<file path="config.mk">
export PLATFORM = sky130hd
export DESIGN_NAME = sync_fifo_fc
export DESIGN_NICKNAME = d
export VERILOG_FILES = /design/src/rtl/fifo_pkg.sv /design/src/rtl/fifo_mem.sv /design/src/rtl/sync_fifo_fc.sv
export SDC_FILE = /design/constraint.sdc
export NUM_CORES = 1
export LEC_CHECK = 0
export ABC_AREA = 1
export BUFFER_PORTS_ARGS = -buffer_cell sky130_fd_sc_hd__buf_4
export CAP_MARGIN = 20
export CORE_MARGIN = 2
export CORE_UTILIZATION = 40
export DETAILED_ROUTE_END_ITERATION = 10
export GPL_TIMING_DRIVEN = 0
export SLEW_MARGIN = 25
export SYNTH_ARGS = -nofsm -noshare
export SYNTH_HDL_FRONTEND = slang
export SYNTH_SLANG_ARGS = --single-unit
</file>
<file path="constraint.sdc">
create_clock -name clk -period 5.2 [get_ports clk]
set_input_delay 0.26 -clock clk [delete_from_list [all_inputs] [get_ports clk]]
set_output_delay 0.26 -clock clk [all_outputs]
set_load 0.1 [all_outputs]
</file>
<file path="src/rtl/fifo_pkg.sv">
// Shared constants and helpers for the flow-controlled FIFO family.
package fifo_pkg;

    localparam int FIFO_MODE_STD  = 0;
    localparam int FIFO_MODE_FWFT = 1;

    localparam int DEF_DEPTH      = 16;
    localparam int DEF_AF_MARGIN  = 2;
    localparam int DEF_AE_THRESH  = 2;

    // Pointer width for a power-of-two depth; never narrower than one bit.
    function automatic int ptr_w(input int depth);
        return (depth > 1) ? $clog2(depth) : 1;
    endfunction

endpackage

</file>
<file path="src/rtl/fifo_mem.sv">
// Register-array storage: one synchronous write port, one asynchronous read port.
module fifo_mem
    import fifo_pkg::*;
#(
    parameter int DATA_WIDTH = 8,
    parameter int DEPTH      = DEF_DEPTH
) (
    input  logic                      clk,
    input  logic                      we,
    input  logic [ptr_w(DEPTH)-1:0]   waddr,
    input  logic [DATA_WIDTH-1:0]     wdata,
    input  logic [ptr_w(DEPTH)-1:0]   raddr,
    output logic [DATA_WIDTH-1:0]     rdata
);

    // Storage words carry no reset so the array can map onto plain flops or LUT RAM.
    logic [DATA_WIDTH-1:0] mem [DEPTH];

    always_ff @(posedge clk) begin
        if (we) mem[waddr] <= wdata;
    end

    assign rdata = mem[raddr];

endmodule

</file>
<file path="src/rtl/sync_fifo_fc.sv">
// Single-clock FIFO with occupancy count, programmable almost flags and sticky error flags.
module sync_fifo_fc
    import fifo_pkg::*;
#(
    parameter int DATA_WIDTH = 8,
    parameter int DEPTH      = DEF_DEPTH,
    parameter int FWFT       = FIFO_MODE_STD,
    parameter int AF_THRESH  = DEPTH - DEF_AF_MARGIN,
    parameter int AE_THRESH  = DEF_AE_THRESH
) (
    input  logic                    clk,
    input  logic                    rst_n,
    input  logic                    wr_en,
    input  logic [DATA_WIDTH-1:0]   din,
    input  logic                    rd_en,
    input  logic                    clr_err,
    output logic [DATA_WIDTH-1:0]   dout,
    output logic                    valid,
    output logic                    full,
    output logic                    empty,
    output logic                    almost_full,
    output logic                    almost_empty,
    output logic [$clog2(DEPTH):0]  count,
    output logic                    overflow,
    output logic                    underflow
);

    localparam int PW = ptr_w(DEPTH);
    localparam int CW = PW + 1;

    logic [PW-1:0]         wr_ptr, rd_ptr;
    logic [DATA_WIDTH-1:0] rd_data;
    logic                  wr_acc, rd_acc;

    // Flags decode only the registered count, keeping request inputs off every flag path.
    assign full         = (count == CW'(DEPTH));
    assign empty        = (count == '0);
    assign almost_full  = (count >= CW'(AF_THRESH));
    assign almost_empty = (count <= CW'(AE_THRESH));

    assign wr_acc = wr_en & ~full;
    assign rd_acc = rd_en & ~empty;

    fifo_mem #(.DATA_WIDTH(DATA_WIDTH), .DEPTH(DEPTH)) u_mem (
        .clk   (clk),
        .we    (wr_acc),
        .waddr (wr_ptr),
        .wdata (din),
        .raddr (rd_ptr),
        .rdata (rd_data)
    );

    always_ff @(posedge clk or negedge rst_n) begin
        if (!rst_n) begin
            wr_ptr <= '0;
            rd_ptr <= '0;
            count  <= '0;
        end else begin
            if (wr_acc) wr_ptr <= wr_ptr + PW'(1);
            if (rd_acc) rd_ptr <= rd_ptr + PW'(1);
            case ({wr_acc, rd_acc})
                2'b10:   count <= count + CW'(1);
                2'b01:   count <= count - CW'(1);
                default: count <= count;
            endcase
        end
    end

    // Set term is OR'd last so a fresh error survives a same-cycle clear.
    always_ff @(posedge clk or negedge rst_n) begin
        if (!rst_n) begin
            overflow  <= 1'b0;
            underflow <= 1'b0;
        end else begin
            overflow  <= (overflow  & ~clr_err) | (wr_en & full);
            underflow <= (underflow & ~clr_err) | (rd_en & empty);
        end
    end

    generate
        if (FWFT == FIFO_MODE_FWFT) begin : g_fwft
            // Head word is gated while empty so dout reads zero out of reset.
            assign dout  = empty ? '0 : rd_data;
            assign valid = ~empty;
        end else begin : g_std
            always_ff @(posedge clk or negedge rst_n) begin
                if (!rst_n) begin
                    dout  <= '0;
                    valid <= 1'b0;
                end else begin
                    valid <= rd_acc;
                    if (rd_acc) dout <= rd_data;
                end
            end
        end
    endgenerate

endmodule
</file>
==> results of run 1 <==
how the worst max path moves through the flow:
stage	from	end	slack (ns)	cells past startpoint
global placement	count[1]$_DFFE_PN0P_	count[4]$_DFFE_PN0P_	2.78	15
detailed placement	count[1]$_DFFE_PN0P_	count[4]$_DFFE_PN0P_	2.66	14
CTS	count[1]$_DFFE_PN0P_	count[4]$_DFFE_PN0P_	2.66	14
floorplan	count[0]$_DFFE_PN0P_	almost_empty	0.65	1
global route	count[1]$_DFFE_PN0P_	count[4]$_DFFE_PN0P_	2.42	14
finish	count[1]$_DFFE_PN0P_	count[4]$_DFFE_PN0P_	2.62	14
where the power goes:
part	internal [W]	switching, W	total, W
clock	0.000701	0.000470	0.00117
combinational	0.000528	0.00151	0.00204
sequential	0.00151	0.000105	0.00161
total	0.00274	0.00209	0.00482
critical path: cells and delay by family, from the launching register on:
| kind | cells | cell delay, ns |
|---|---|---|
| XOR/XNOR | 1 | 0.14 |
| flip-flops | 1 | 0.45 |
| AND/OR/NAND/NOR | 6 | 0.74 |
| buffers and inverters | 4 | 0.35 |
| AO/OA/AOI/OAI | 1 | 0.20 |
| adder cells (fa/ha/maj) | 2 | 0.63 |
cell families (layout without fill, tap and decap cells):
logic type               after synthesis  in the layout  share of synthesized area (%)
flip-flops                           152            152                           65.5
AO/OA/AOI/OAI                         12             12                           1.01
XOR/XNOR                              10             10                           1.29
AND/OR/NAND/NOR                      349            349                           21.4
buffers and inverters                148            213                           9.10
adder cells (fa/ha/maj)                9              9                           1.66
cell usage in the layout, fill, tap and decap left out:
| cell type | synthesis | layout |
|---|---|---|
| clkinv_1 | 2 | 3 |
| nand2_4 | 1 | 1 |
| nor2_1 | 18 | 18 |
| buf_2 | 16 | 16 |
| xor2_1 | 9 | 9 |
| o21ai_1 | 1 | 1 |
| inv_1 | 118 | 118 |
| a2111oi_1 | 0 | 1 |
| dfrtp_1 | 24 | 24 |
| nand3_1 | 103 | 103 |
| a21oi_1 | 1 | 1 |
| nand4_1 | 2 | 2 |
| bufinv_16 | 0 | 2 |
| edfxtp_1 | 128 | 128 |
| inv_6 | 0 | 1 |
| clkbuf_16 | 0 | 17 |
| buf_6 | 2 | 2 |
| o21bai_1 | 1 | 1 |
| inv_2 | 2 | 2 |
| buf_4 | 7 | 39 |
| dlygate4sd3_1 | 0 | 1 |
| a21boi_0 | 1 | 1 |
| clkinv_2 | 0 | 4 |
| clkinvlp_4 | 0 | 5 |
| o21ai_0 | 7 | 7 |
| clkbuf_1 | 1 | 3 |
| ha_1 | 9 | 9 |
| nand2_1 | 225 | 225 |
| xnor2_1 | 1 | 1 |
registers in the layout (all words and copies together) (netlist names):
register,cells
u_mem.mem,128
underflow,1
dout,8
overflow,1
valid,1
rd_ptr,4
wr_ptr,4
count,5
cell type report:
cell class	count	area [µm²]	area share, %
Clock buffer	19	433	5.50
Multi-Input combinational cell	380	1720	21.9
Sequential cell	152	4440	56.5
Buffer	26	159	2.02
Clock inverter	13	130	1.65
Inverter	122	458	5.82
Tap cell	220	275	3.50
Timing Repair Buffer	33	250	3.18
repair_timing:
| item | 4_1_cts | 5_1_grt |
|---|---|---|
| endpoints found under the hold margin | 24 | 0 |
| gates resized for setup | 0 | 0 |
| hold buffers | 1 | 0 |
layer usage:
metal / vias to the layer above / global-route usage, %
li1: 2278 / -
met1: 2244 / 24.7
met2: 177 / 29.5
met3: 44 / 3.74
met4: 0 / 8.30
met5: - / 0
through the flow:
| stage | setup slack [ns] | utilization, % | hold WS (ns) | power (W) |
|---|---|---|---|---|
| 2_1_floorplan | 0.652 | - | -0.0356 | 0.00308 |
| 3_3_place_gp | 2.78 | 44.0 | 0.177 | 0.00362 |
| 3_5_place_dp | 2.66 | 44.0 | 0.181 | 0.00365 |
| 4_1_cts | 2.66 | 47.5 | 0.00635 | 0.00482 |
| 5_1_grt | 2.42 | 47.5 | 0.0454 | 0.00507 |
| 6_report | 2.62 | 47.5 | 0.0245 | 0.00482 |
==> results by group, run 1 <==
Clock network
  • Reg clk slew, reported paths: approximately 0.060 ns
  • Clock Tree Buf Depth: 2
  • Sink Count: approximately 150
  • H-tree depth: 4
  • Total CTS buffers: 17
  • Root buf cell: clkbuf_16
  • Worst-skew pair later-pin latency: between 0.4 and 0.5 ns
  • TritonCTS clock tree: done
  • Setup Fix Bufs, Post-CTS: 0

Outcome
  • Outcome: finished clean

Global route
  • Largest net degree at the start of global routing: 25
  • Tot GR Track Use: between 10% and 20%
  • Number of global-route vias before repair: approximately 4600
  • Total global routing overflow: 0
  • First-pass GRT wire length: roughly 24 mm
  • Initial antenna violation count: 0

Final layout
  • # fillers: 1534
  • Final std cells w/o fill: between 900 and 1000
  • Area delta synth->final: 16.1%
  • Layout cells sized above 1: 11.9%
  • Post-layout nets: between 700 and 800
  • Ant diodes: 0
  • Post-route cell area: roughly 0.0079 mm²

STA
  • Tcrit/Tclk final: between 40% and 50%
  • Final min period: approximately 2.6 ns
  • Clock Skew: 0.00945 ns
  • Final Hold Violating Endpoints: 0
  • Max Fclk: 0.387 GHz
  • Final number of setup-violating endpoints: 0
  • Max-slew violations: 0
  • Worst-margin pin slew: around 0.74 ns
  • Unrepaired setup endpoints after global routing: no
  • Slew headroom: roughly half
  • TNS Setup: 0 ns

Floorplanning
  • Die W: ~130 µm
  • Core area: around 0.017 mm²
  • Die Height: around 130 µm
  • Die Area: ~0.018 mm²
  • I/O Pins: 33
  • FP Rows: 47
  • Initial Utilization: between 40% and 50%

Setup path
  • Slowest stage delay, CP: roughly 0.45 ns
  • RR Startpoint: count[1]$_DFFE_PN0P_
  • CP Capture Type: flop
  • CP Cell Sequence: nor2_1 -> nand4_1 -> nand2_4 -> inv_2 -> buf_6 -> ha_1 -> ha_1 -> inv_1 -> o21bai_1 -> inv_1 -> nand2_1 -> xor2_1 -> nand2_1 -> nand2_1
  • Required @ worst endpoint: roughly 5.6 ns
  • Crit path arrival time: between 2 and 3 ns
  • Worst Path Max Fanout: 12
  • Worst path slowest cell: dfrtp_1
  • Critical Path Source Type: flop
  • R2r setup slk: about 2.6 ns
  • Worst reg2reg path depth: 14
  • Crit-path most repeated cell: nand2_1
  • Worst reg2reg endpoint: count[4]$_DFFE_PN0P_
  • Critical path class: reg2reg

Detailed routing
  • Post-route ant nets: 0
  • DR WL/cell: between 15 and 20 µm
  • Metal2 WL: 7.51 mm
  • Drt drc: 0
  • M1 WL: 6.87 mm
  • Max layer used: met4
  • Initial DRT Pass Iterations: 5
  • Routed WL: 16.0 mm
  • Drt via density: approximately 5
  • Via count: between 4000 and 5000
  • Iter 0 DRT Violations: around 420
  • WL met3: between 1 and 1.5 mm

Yosys
  • Synth top area share: 56.7%
  • Largest cells by area after synthesis: edfxtp_1 57%, nand2_1 12%, dfrtp_1 8.9%
  • Async set-reset flop share out of synthesis: between 10% and 20%
  • Count leader, synth: nand2_1
  • YS warnings: 0
  • Seq/Total Area, Yosys: 65.5%
  • Synth Instances: just under 700
  • Syn_area_per_cell: ~10 µm²
  • Synth Cell Area: roughly 0.0068 mm²
  • Distinct cell type count after synthesis: 23
  • Synth top cells by count: 225 x nand2_1, 128 x edfxtp_1, 118 x inv_1
  • Seq cells post-synth: roughly 150
  • Area leader, netlist: edfxtp_1
  • Synth Flop Type: edfxtp_1
  • Mapped Nets: 702
  • EDFF count, synth: approximately 130

Placement
  • HPWL Detailed: about 11 mm
  • Dpl cell area: approximately 0.0073 mm²
  • I/O Buffers: 32
  • Placed Instances: 932
  • Final GP Congestion: ~1

Power and ir drop
  • P per Cell Area: just over 600 mW/mm²
  • Leakage: between 3 and 4 nW
  • Worst vdd ir: between 0.3 and 0.4 mV

Run
  • Max Cap Violations: 0

Min path
  • Hold path depth: 2
  • Worst Hold Class: in2reg
  • Hold Crit Start: clr_err
  • Worst Hold Path EP: overflow$_DFF_PN0_
(Power assumes the default switching activity.)
==> inputs of run 2 (changes only) <==
- clock period: 5.2 -> 2.31 ns (I/O delays scaled with it)
==> results by group, run 2 (synthesis results as in run 1) <==
Final layout
  • Regs by FF count: u_mem.mem x128, dout x8, count x5
  • # fillers: 1525 (-0.59%)
  • Post-layout nets: 773 (+2.5%)
  • Commonest non-fill, non-tap cell in the layout: nand2_1
  • Leading cell types in the layout, fill and taps excluded: 222 x nand2_1, 128 x edfxtp_1, 117 x inv_1
  • Ant diodes: 0 (unchanged)
  • Final std cells w/o fill: 984 (+2.0%)
  • Area delta synth->final: 20.9%
  • Layout cells sized above 1: 17.5% (+5.6 points)
  • Largest register FFs: 128 (unchanged)
  • Largest Register: u_mem.mem

Floorplanning
  • Die W: 134 µm (unchanged)
  • Die Area: 0.0180 mm² (unchanged)
  • Core area: 0.0166 mm² (unchanged)
  • Die Height: 134 µm (unchanged)
  • FP Rows: 47 (unchanged)
  • Initial Utilization: 40.9% (unchanged)
  • I/O Pins: 33 (unchanged)

Detailed routing
  • Drt via density: 4.79 (-2.5%)
  • Post-route ant nets: 0 (unchanged)
  • Iter 0 DRT Violations: 358 (-15%)
  • Routed WL: 16.6 mm (+3.8%)
  • DR WL/cell: 16.8 µm (+1.8%)
  • Initial DRT Pass Iterations: 5 (unchanged)
  • Max layer used: met4
  • WL met3: 676 µm (-35%)
  • Via count: 4714 (-0.61%)
  • M1 WL: 7.52 mm (+9.5%)
  • Metal2 WL: 7.96 mm (+6.0%)
  • Drt drc: 0 (unchanged)

Min path
  • Worst Hold Class: in2reg

Clock network
  • Reg clk slew, reported paths: 0.06 ns (about the same)
  • Worst-skew pair later-pin latency: 0.42 ns (about the same)
  • H-tree depth: 4 (unchanged)
  • Total CTS buffers: 17 (unchanged)
  • Clock Tree Buf Depth: 2 (unchanged)
  • Sink Count: 152 (unchanged)
  • Root buf cell: clkbuf_16
  • TritonCTS clock tree: done

STA
  • Final number of setup-violating endpoints: 0 (unchanged)
  • Unrepaired setup endpoints after global routing: yes
  • Worst-margin pin slew: 0.788 ns (+0.0522 ns)
  • Worst Slack Setup Final: 0.0793 ns (-2.54 ns)
  • Final min period: 2.23 ns (-0.353 ns)
  • Clock Skew: 0.00645 ns (-0.00300 ns)
  • Tcrit/Tclk final: 96.6% (+47 points)
  • Max Fclk: 0.448 GHz (+16%)
  • Max-slew violations: 0 (unchanged)
  • Final Hold Violating Endpoints: 0 (unchanged)
  • Slew headroom: 47.3% (-3.5 points)

Power and ir drop
  • P per Cell Area: 1380 mW/mm² (+120%)
  • Worst vdd ir: 0.928 mV (+170%)
  • Total power: 0.0113 W (+130%)
  • Leakage: 3.67 nW (+3.6%)

Placement
  • Final GP Congestion: 0.876 (-9.8%)
  • Placed Instances: 932 (unchanged)
  • HPWL Detailed: 11.3 mm (+2.8%)
  • Setup WS pre-CTS: -0.139 ns (-2.80 ns)
  • I/O Buffers: 32 (unchanged)

Global route
  • Number of global-route vias before repair: 4567 (-0.74%)
  • Total global routing overflow: 0 (unchanged)
  • Tot GR Track Use: 19.2% (+0.71 points)
  • Initial antenna violation count: 0 (unchanged)
  • First-pass GRT wire length: 25.5 mm (+4.4%)
  • Largest net degree at the start of global routing: 25 (unchanged)

Setup path
  • Crit path arrival time: 2.59 ns (-0.35 ns)
  • Worst Path Max Fanout: 7 (-5)
  • Slowest stage delay, CP: 0.52 ns (+0.07 ns)
  • CP Cell Sequence: nor2_4 -> nand4_1 -> nand2_4 -> clkinv_8 -> ha_4 -> xor2_2 -> ha_2 -> inv_2 -> nand2_2 -> nand3_2 -> nand2_2 -> xor2_1 -> nand2_1 -> nand2_1
  • Critical path class: reg2reg
  • Required @ worst endpoint: 2.67 ns (-2.89 ns)
  • Critical Path Source Type: flop
  • Worst path slowest cell: dfrtp_4
  • CP Capture Type: flop
  • CP delay by family, top: simple AND/OR/NAND/NOR gates
  • Worst path buffer plus inverter count: 2 (-2)

Outcome
  • Outcome: finished clean

Run
  • Max Cap Violations: 0 (unchanged)
run 2: cell type report:
type                            instances  area, µm²  area share, %
Inverter                              122        470           5.74
Sequential cell                       152       4460           54.4
Timing Repair Buffer                   53        413           5.03
Clock inverter                         14        176           2.15
Multi-Input combinational cell        380       1830           22.3
Tap cell                              220        275           3.36
Clock buffer                           18        429           5.23
Buffer                                 25        148           1.80
run 2: layer usage:
| layer | up-vias | global-route usage, % |
|---|---|---|
| li1 | 2312 | - |
| met1 | 2264 | 25.7 |
| met2 | 114 | 31.1 |
| met3 | 24 | 3.78 |
| met4 | 0 | 7.37 |
| met5 | - | 0 |
run 2: repair_timing:
action                                  in CTS  in global routing
hold buffers                                 4                  0
setup buffers                                2                 15
pin swaps                                    1                  7
hold endpoints to repair                    26                  0
endpoints found under the setup margin      24                 94
gates resized for setup                      4                 20
run 2: worst paths after layout:
check	startpoint	to	slack (ns)	cells past startpoint
worst max-delay path	count[1]$_DFFE_PN0P_	count[4]$_DFFE_PN0P_	0.08	14
worst min-delay path	din[7]	u_mem.mem[1][7]$_DFFE_PP_	0.04	1
worst max register to register	count[1]$_DFFE_PN0P_	count[4]$_DFFE_PN0P_	0.08	14
worst min register to register	dout[5]$_DFFE_PN0P_	dout[5]$_DFFE_PN0P_	0.48	2
max in group asynchronous	rst_n	count[1]$_DFFE_PN0P_	1.89	2
min in group asynchronous	rst_n	count[4]$_DFFE_PN0P_	0.14	2
run 2: worst reg2reg max path, cell delays in order, from the launching register on:
cell      delay, ns
dfrtp_4        0.52
nor2_4         0.12
nand4_1        0.18
nand2_4        0.18
clkinv_8       0.08
ha_4           0.19
xor2_2         0.19
ha_2           0.19
inv_2          0.03
nand2_2        0.07
nand3_2        0.08
nand2_2        0.08
xor2_1         0.14
nand2_1        0.06
nand2_1        0.05
run 2: metrics by stage:
stage	setup TNS, ns	util (%)	area, µm²	hold slack (ns)
floorplan	-0.0426	-	6840	-0.180
global placement	-0.759	44.3	7350	0.0350
detailed placement	-2.25	44.3	7350	0.0465
CTS	0	48.4	8030	0.0273
global route	-0.0436	49.5	8200	0.0434
finish	0	49.5	8200	0.0365
run 2: where the power goes:
group          internal (W)  total (W)  switching (W)
logic               0.00133    0.00481        0.00348
registers           0.00342    0.00368       0.000260
clock network       0.00171    0.00281        0.00110
